===== src/rtl/sdram_arbiter.sv =====
// Command scheduler for the SDRAM controller: arbitrates video refill, cache write-back and
// cache fill, advances the video burst pointer and packs video read beats into 32-bit words.
module sdram_arbiter #(
  parameter int VID_LINES   = 19200,
  parameter int MAX_VID_RUN = 4,
  parameter int CADDR_W     = 17
) (
  input  logic               clk,
  input  logic               reset,
  input  logic               vid_en,
  input  logic               vid_low,
  input  logic               frame_sync,
  input  logic               wb_req,
  input  logic [CADDR_W-1:0] wb_addr,
  input  logic               fill_req,
  input  logic [CADDR_W-1:0] fill_addr,
  output logic [1:0]         sys_cmd,
  output logic [22:0]        sys_addr,
  input  logic [1:0]         sys_cmd_ack,
  input  logic               sys_rd_data_valid,
  input  logic               sys_wr_data_valid,
  input  logic [15:0]        sys_dout,
  output logic               cache_wr,
  output logic               cache_rd,
  output logic               vq_we,
  output logic [31:0]        vq_data,
  output logic [18:0]        vidadr,
  output logic               wb_gnt,
  output logic               fill_gnt
);

  localparam int               RUN_W    = $clog2(MAX_VID_RUN + 1);
  localparam logic [RUN_W-1:0] RUN_MAX  = RUN_W'(MAX_VID_RUN);
  localparam logic [18:0]      VID_LAST = 19'(VID_LINES - 1);

  localparam logic [1:0] CMD_NOP = 2'b00;
  localparam logic [1:0] CMD_WR  = 2'b01;
  localparam logic [1:0] CMD_VID = 2'b10;
  localparam logic [1:0] CMD_RD  = 2'b11;

  typedef enum logic [1:0] {IDLE, ISSUE, GAP} state_t;

  state_t           state_q, state_d;
  logic [1:0]       sys_cmd_q, sys_cmd_d;
  logic [22:0]      sys_addr_q, sys_addr_d;
  logic [18:0]      vidadr_q, vidadr_d;
  logic [RUN_W-1:0] vid_run_q, vid_run_d;
  logic             route_cache_q, route_cache_d;
  logic             phase_q, phase_d;
  logic [15:0]      low_q, low_d;
  logic             vq_we_q, vq_we_d;
  logic [31:0]      vq_data_q, vq_data_d;
  logic             wb_gnt_q, wb_gnt_d;
  logic             fill_gnt_q, fill_gnt_d;

  logic vid_want;
  logic cache_pend;
  logic starve;

  assign vid_want   = vid_en & vid_low;
  assign cache_pend = wb_req | fill_req;
  // After MAX_VID_RUN back-to-back video grants a waiting cache request gets the next slot.
  assign starve     = (vid_run_q == RUN_MAX) & cache_pend;

  always_comb begin
    state_d       = state_q;
    sys_cmd_d     = sys_cmd_q;
    sys_addr_d    = sys_addr_q;
    vidadr_d      = vidadr_q;
    vid_run_d     = vid_run_q;
    route_cache_d = route_cache_q;
    phase_d       = phase_q;
    low_d         = low_q;
    vq_we_d       = 1'b0;
    vq_data_d     = vq_data_q;
    wb_gnt_d      = 1'b0;
    fill_gnt_d    = 1'b0;

    if (!route_cache_q && sys_rd_data_valid) begin
      if (!phase_q) begin
        low_d   = sys_dout;
        phase_d = 1'b1;
      end else begin
        vq_we_d   = 1'b1;
        vq_data_d = {sys_dout, low_q};
        phase_d   = 1'b0;
      end
    end

    case (state_q)
      IDLE: begin
        if (vid_want && !starve) begin
          sys_cmd_d  = CMD_VID;
          sys_addr_d = {1'b1, vidadr_q, 3'b000};
          state_d    = ISSUE;
        end else if (wb_req) begin
          sys_cmd_d  = CMD_WR;
          sys_addr_d = 23'({wb_addr, 6'b000000});
          state_d    = ISSUE;
        end else if (fill_req) begin
          sys_cmd_d  = CMD_RD;
          sys_addr_d = 23'({fill_addr, 6'b000000});
          state_d    = ISSUE;
        end
      end
      ISSUE: begin
        // A mismatched acknowledge is ignored; the command stays on the bus.
        if (sys_cmd_ack == sys_cmd_q) begin
          state_d   = GAP;
          sys_cmd_d = CMD_NOP;
          if (sys_cmd_q == CMD_VID) begin
            route_cache_d = 1'b0;
            phase_d       = 1'b0;
            vidadr_d      = (vidadr_q == VID_LAST) ? 19'd0 : vidadr_q + 19'd1;
            if (vid_run_q != RUN_MAX) begin
              vid_run_d = vid_run_q + RUN_W'(1);
            end
          end else begin
            route_cache_d = 1'b1;
            vid_run_d     = '0;
            wb_gnt_d      = (sys_cmd_q == CMD_WR);
            fill_gnt_d    = (sys_cmd_q == CMD_RD);
          end
        end
      end
      GAP: begin
        state_d = IDLE;
      end
      default: begin
        state_d   = IDLE;
        sys_cmd_d = CMD_NOP;
      end
    endcase

    if (frame_sync) begin
      vidadr_d = 19'd0;
    end
  end

  always_ff @(posedge clk) begin
    if (reset) begin
      state_q       <= IDLE;
      sys_cmd_q     <= CMD_NOP;
      sys_addr_q    <= '0;
      vidadr_q      <= '0;
      vid_run_q     <= '0;
      route_cache_q <= 1'b1;
      phase_q       <= 1'b0;
      low_q         <= '0;
      vq_we_q       <= 1'b0;
      vq_data_q     <= '0;
      wb_gnt_q      <= 1'b0;
      fill_gnt_q    <= 1'b0;
    end else begin
      state_q       <= state_d;
      sys_cmd_q     <= sys_cmd_d;
      sys_addr_q    <= sys_addr_d;
      vidadr_q      <= vidadr_d;
      vid_run_q     <= vid_run_d;
      route_cache_q <= route_cache_d;
      phase_q       <= phase_d;
      low_q         <= low_d;
      vq_we_q       <= vq_we_d;
      vq_data_q     <= vq_data_d;
      wb_gnt_q      <= wb_gnt_d;
      fill_gnt_q    <= fill_gnt_d;
    end
  end

  assign sys_cmd  = sys_cmd_q;
  assign sys_addr = sys_addr_q;
  assign vidadr   = vidadr_q;
  assign vq_we    = vq_we_q;
  assign vq_data  = vq_data_q;
  assign wb_gnt   = wb_gnt_q;
  assign fill_gnt = fill_gnt_q;
  assign cache_wr = sys_rd_data_valid & route_cache_q;
  assign cache_rd = sys_wr_data_valid & route_cache_q;

endmodule


===== config.mk =====
export PLATFORM = sky130hd
export DESIGN_NAME = sdram_arbiter
export DESIGN_NICKNAME = d
export VERILOG_FILES = /design/src/rtl/sdram_arbiter.sv
export SDC_FILE = /design/constraint.sdc
export NUM_CORES = 1
export LEC_CHECK = 0
export ABC_AREA = 1
export ABC_CLOCK_PERIOD_IN_PS = 1600
export CORE_ASPECT_RATIO = 0.75
export CORE_MARGIN = 2
export CORE_UTILIZATION = 42
export CTS_CLUSTER_SIZE = 20
export DETAILED_ROUTE_END_ITERATION = 8
export PLACE_DENSITY = 0.77
export SLEW_MARGIN = 20
export SYNTH_ARGS = -nofsm -noshare
export SYNTH_HDL_FRONTEND = slang
export SYNTH_SLANG_ARGS = --single-unit
export TNS_END_PERCENT = 100

===== constraint.sdc =====
create_clock -name clk -period 1.6 [get_ports clk]
set_clock_uncertainty 0.1 [all_clocks]
set_input_delay 0.16 -clock clk [delete_from_list [all_inputs] [get_ports clk]]
set_output_delay 0.16 -clock clk [all_outputs]
set_load 0.005 [all_outputs]

==> results.ini, run 1 <==
[routing]
wire_per_inst_um = 14.5
drt_first_iter_violations = 457
drt-total-wl_um = 13400
vias_per_cell = 5.06
dr_total_vias = 4674
final_antenna_net_count = 0
route.detailed.drc = 0
detail_route.first_pass.iterations = 6

[power]
vdd_drop_max_mv = 0.503
power.density_nw_per_um2 = 858
p_leak_nw = 2.88

[placement]
dp_hpwl_um = 9740
dp_cells = 895
dp_slack_ns = -0.205
port_buffers = 138
gp_congestion = 0.902

[floorplanning]
num_rows = 32
start_util_pct = 42.9
ioPinCount = 142
die_area_um2 = 11300
core_region_area_um2 = 10200
die_h_um = 92.4
die_w_um = 122

[sta]
whs_ns = 0.318
rsz0062_at_grt = true
slew_viol_final = 0
period_minus_slack_ns = 1.58
fin_crit_sh_pct = 98.5
hold_viol = 0
fmax_mhz = 635
tightest_slew_ns = 0.521
max_slew_margin_pct = 65.2
fin_ws_ns = 0.0245
finalSetupViolations = 0

[clock_tree]
clk_pin_slew_ns = 0.07
root_buffer = clkbuf_16
clockBufferDepth = 2
cts_buffers = 9
cts_tree = built
worstSkewPairLatency_ns = 0.34
h-tree-depth = 3
numClockSinks = 99

[grt]
grt_pass1_vias = 4470
grt.overflow.total = 0
grt_max_degree = 49
grt_pass1_wl_um = 20900
antenna_found_initial = 0
grt_usage_pct = 23.3

[finish]
stdcell_count = 923
diodes = 0
layout-area-overhead-vs-synth_pct = 52.4
drive_above_1_share_pct = 16.3
layout.nets = 848

[logic_synthesis]
yosysSeqAreaShare_pct = 45.3
synthArstFlopShare_pct = 0
synth_seq_cells = 99
synthesis.area_um2 = 4380
synth_edf_count = 0
synth_cell_types = 34
netlist_instances = 608
yosysWarnings = 0
post_synth.cell_area_avg_um2 = 7.20
ys.flop_type = dfxtp_1

[job]
drv_cap = 0

[setup_path]
cp.arrival_ns = 1.32
max_stage_delay_ns = 0.50
critPathCaptureType = output port
worstPathRequired_ns = 1.34
cp_num_buf_inv = 2
start_kind = flop
crit_fanout = 3
cp_slowest_cell = clkdlybuf4s50_1
cp_cell_sequence = buf_4 > clkdlybuf4s50_1
critical_path.top_delay_family = buffers and inverters
critPathKind = flop to output port

[run_status]
status = complete, no violations

[hold_path]
hp-class = input pin to flop

-- kinds of logic after synthesis --
logic type,count (synthesis),share of synthesized area (%)
buffers and inverters,69,6.89
other,1,0.0857
and+or+nand+nor,324,31.6
xor gates and xnor gates,7,1.40
adders and majority gates,5,1.43
DFF,99,45.3
AOI/OAI and AO/OA,103,13.3
-- path summary, 6_finish.rpt --
kind                      from           end  slack [ns]  depth (start not counted)
hold reg to reg    sys_addr[8]   sys_addr[8]        0.37                          2
hold / removal     wb_addr[16]  sys_addr[22]        0.32                          3
setup reg to reg  vid_run_q[0]  sys_addr[11]        0.05                          8
setup / recovery     vidadr[5]     vidadr[5]        0.02                          2
-- cell type report --
type | instances | area (um2)
clock inverters | 5 | 85.1
repair buffers | 188 | 1820
fillers | 849 | 3540
well taps | 136 | 170
multi-input cells | 443 | 2180
flip-flops and latches | 99 | 2010
clock buffers | 11 | 243
inverters | 41 | 160
-- placed cells by master, fill, tap and decap left out, types with 4 or more instances in the layout --
master,n
nand2_4,4
nor2_4,10
clkdlybuf4s50_1,130
dfxtp_2,18
nor3_1,10
buf_4,45
o211ai_1,7
xor2_1,4
nand2_2,6
buf_12,4
nor2_1,148
a31oi_1,9
inv_1,33
dfxtp_1,79
a21oi_1,21
dlymetal6s2s_1,6
nand2_1,117
nand4_1,6
inv_2,5
nand3_1,13
o21ai_0,60
clkbuf_16,9
-- sequential cells by signal, indices dropped and copies added (netlist names) --
name / cells
fill_gnt: 1
low_q: 16
phase_q: 1
route_cache_q: 1
state_q: 2
sys_addr: 20
sys_cmd: 2
vid_run_q: 3
vidadr: 19
vq_data: 32
vq_we: 1
wb_gnt: 1
-- cell usage after synthesis, types with 3 or more instances --
cell type / count / share of area (%)
nand2_1: 120 / 10
o211ai_1: 7 / 1.2
nor2_1: 148 / 13
nand4_1: 6 / 0.86
xor2_1: 4 / 0.80
buf_4: 6 / 1.0
inv_1: 36 / 3.1
buf_2: 4 / 0.46
o21ai_0: 60 / 6.9
nor2_2: 5 / 0.71
nor3_1: 11 / 1.3
a31oi_1: 10 / 1.4
clkbuf_1: 16 / 1.4
nor2_4: 7 / 1.8
dfxtp_1: 99 / 45
inv_2: 3 / 0.26
nand3_1: 14 / 1.6
xnor2_1: 3 / 0.60
a21oi_1: 21 / 2.4
nand2_2: 5 / 0.71
ha_1: 5 / 1.4
-- what timing repair did --
action | 4_1_cts | 5_1_grt
gates resized for setup | 18 | 33
endpoints found under the setup margin | 24 | 41
gates cloned | 1 | 0
setup buffers | 2 | 10
hold buffers | 0 | 0
pin swaps | 2 | 14
-- where the power goes --
part / switching [mW] / internal [mW] / leakage, nW / total, mW
clock network: 0.942 / 1.42 / 0.156 / 2.36
registers: 0.0540 / 2.54 / 0.812 / 2.60
logic: 0.365 / 0.400 / 1.91 / 0.766
total: 1.36 / 4.37 / 2.88 / 5.73
-- per-stage QoR --
| step | TNS (ns) | instance area (um2) | power, mW | utilization [%] |
|---|---|---|---|---|
| after detailed placement | -7.99 | 6130 | 3.38 | 60.1 |
| after global routing | -0.281 | 6670 | 5.94 | 65.4 |
| after floorplan | 0 | 4390 | 2.97 | - |
| after CTS | -0.0101 | 6500 | 5.73 | 63.6 |
| final | 0 | 6670 | 5.73 | 65.4 |
| after global placement | -4.26 | 6130 | 3.36 | 60.1 |
-- worst min-delay path, delay by kind of cell --
family / cells / cell delay [ns]
AO/OA/AOI/OAI: 1 / 0.07
AND/OR/NAND/NOR: 1 / 0.07
buffers and inverters: 1 / 0.41
-- metal layers --
layer	vias up	wire (um)	global-route usage, %
li1	2291	-	-
met1	2183	5890	29.7
met2	179	6130	37.8
met3	21	1140	6.96
met4	0	228	7.38
met5	-	0	0
Power figures use the tool's default switching activity.
==> run 2: changes to the inputs <==
- MAX_ROUTING_LAYER: not set -> met4
- SLEW_MARGIN: 20 -> 30
==> run 2 against run 1 <==
Register-to-register slack hardly changed. Power down 4.6%. Sequential power barely moved. Die area unchanged. Sequential share of layout area up 0.30 points. Maximum frequency is 1.1% higher. Highest routed layer unchanged.
==> results.ini, run 2 (same netlist as run 1, synthesis figures left out) <==
[run_status]
status = complete, no violations

[setup_path]
start_kind = flop
cp_cell_sequence = clkdlybuf4s50_1
cp.arrival_ns = 1.30  ; -0.02 ns
worstPathRequired_ns = 1.34  ; about the same
critPathCaptureType = output port
critPathKind = flop to output port
critical_path.top_delay_family = buffers and inverters
cp_slowest_cell = clkdlybuf4s50_1
crit_fanout = 4  ; +1
max_stage_delay_ns = 0.56  ; +0.06 ns
cp_num_buf_inv = 1  ; -1

[floorplanning]
die_h_um = 92.4  ; unchanged
core_region_area_um2 = 10200  ; unchanged
die_w_um = 122  ; unchanged
start_util_pct = 42.9  ; unchanged
die_area_um2 = 11300  ; unchanged
ioPinCount = 142  ; unchanged
num_rows = 32  ; unchanged

[clock_tree]
numClockSinks = 99  ; unchanged
clk_pin_slew_ns = 0.07  ; about the same
root_buffer = clkbuf_16
cts_buffers = 9  ; unchanged
ctsHoldBuffers = 0  ; unchanged
h-tree-depth = 3  ; unchanged
clockBufferDepth = 2  ; unchanged
cts_tree = built
worstSkewPairLatency_ns = 0.34  ; about the same

[sta]
fin_ws_ns = 0.0410  ; +0.0165 ns
rsz0062_at_grt = true
fmax_mhz = 641  ; +1.1%
hold_viol = 0  ; unchanged
whs_ns = 0.305  ; -0.0132 ns
finalSetupViolations = 0  ; unchanged
period_minus_slack_ns = 1.56  ; -0.0165 ns
max_slew_margin_pct = 64.5  ; -0.72 points
fin_setup_tns_ns = 0  ; unchanged
tightest_slew_ns = 0.532  ; +0.0107 ns
fin_crit_sh_pct = 97.4  ; -1.0 points
slew_viol_final = 0  ; unchanged

[finish]
drive_above_1_share_pct = 16.3  ; +0.041 points
layout.nets = 846  ; -0.24%
layout_common_cells = nor2_1 (146), clkdlybuf4s50_1 (131), nand2_1 (117)
layout-area-overhead-vs-synth_pct = 51.6
design_area_um2 = 6640  ; -0.54%
postLayoutCoreUtil_pct = 65.0  ; -0.36 points
n_fill_cell = 883  ; +4.0%
stdcell_count = 921  ; -0.22%
mostFrequentLayoutCell = nor2_1
largest_register_ffs = 32  ; unchanged
diodes = 0  ; unchanged

[placement]
dp_slack_ns = -0.189  ; +0.0153 ns
port_buffers = 138  ; unchanged
place_area_um2 = 6130  ; about the same
dp_cells = 893  ; -0.22%
gp_congestion = 0.928  ; +2.9%
dp_hpwl_um = 9870  ; +1.3%

[power]
combPwrFrac_pct = 13.9  ; +0.5 points
power.density_nw_per_um2 = 823  ; -4.1%
switchingPower_mw = 1.39  ; +1.9%
pwr-share-clk_pct = 38.7  ; -2.6 points
pwr-share-seq_pct = 47.4  ; +2.1 points
power.total_mw = 5.46  ; -4.6%
p_int_mw = 4.08  ; -6.7%
p_leak_nw = 2.86  ; -0.69%
p_sw_share_pct = 25.4  ; +1.6 points
vdd_drop_max_mv = 0.527  ; +4.9%

[routing]
wire_per_inst_um = 15.0  ; +3.7%
final_antenna_net_count = 0  ; unchanged
route.detailed.drc = 0  ; unchanged
drt_first_iter_violations = 380  ; -17%
vias_per_cell = 5.11  ; +0.86%
detail_route.first_pass.iterations = 5  ; -1
dr_total_vias = 4704  ; +0.64%
drt-total-wl_um = 13800  ; +3.4%

[grt]
grt_usage_pct = 25.2  ; +1.9 points
grt.overflow.total = 0  ; unchanged
antenna_found_initial = 0  ; unchanged
grt_pass1_vias = 4591  ; +2.7%
grt_pass1_wl_um = 22000  ; +5.3%
grt_max_degree = 49  ; unchanged

[hold_path]
hp-class = input pin to flop

[job]
drv_cap = 0  ; unchanged

-- run 2: worst paths after layout --
path	end	cells past startpoint	slack [ns]	start
setup / recovery	sys_cmd[1]	1	0.04	sys_cmd[1]
hold / removal	sys_addr[22]	3	0.30	wb_addr[16]
setup reg to reg	sys_addr[7]	8	0.05	vid_run_q[0]
hold reg to reg	sys_addr[6]	2	0.36	sys_addr[6]
-- run 2: metal layers --
metal | routed length, um | up-vias | track usage, %
met4 | 209 | 0 | 6.70
met1 | 6090 | 2222 | 31.0
met3 | 1000 | 21 | 5.85
li1 | - | 2294 | -
met2 | 6540 | 167 | 41.8
met5 | 0 | - | -
-- run 2: power by group through the flow --
| stage | registers [mW] | clock network (mW) | logic [mW] |
|---|---|---|---|
| CTS | 2.59 | 2.13 | 0.748 |
| detailed placement | 2.65 | 0 | 0.729 |
| finish | 2.59 | 2.11 | 0.761 |
| global placement | 2.65 | 0 | 0.712 |
| floorplan | 2.65 | 0 | 0.328 |
| global route | 2.60 | 2.24 | 0.826 |
-- run 2: cell type report --
type	instances	area, um2	share of cell area (%)
sequential	99	2020	30.4
inverter	41	156	2.36
clock inverter	4	32.5	0.490
clock buffer	12	256	3.87
timing repair buffer	186	1820	27.5
multi-input combinational	443	2180	32.8
tap	136	170	2.56
-- run 2: what timing repair did --
action                                  CTS  global route
pin swaps                                 3            11
endpoints found under the setup margin   32            41
gates cloned                              1             0
setup buffers                             3             8
resized for setup                        26            34
endpoints found under the hold margin     0             0
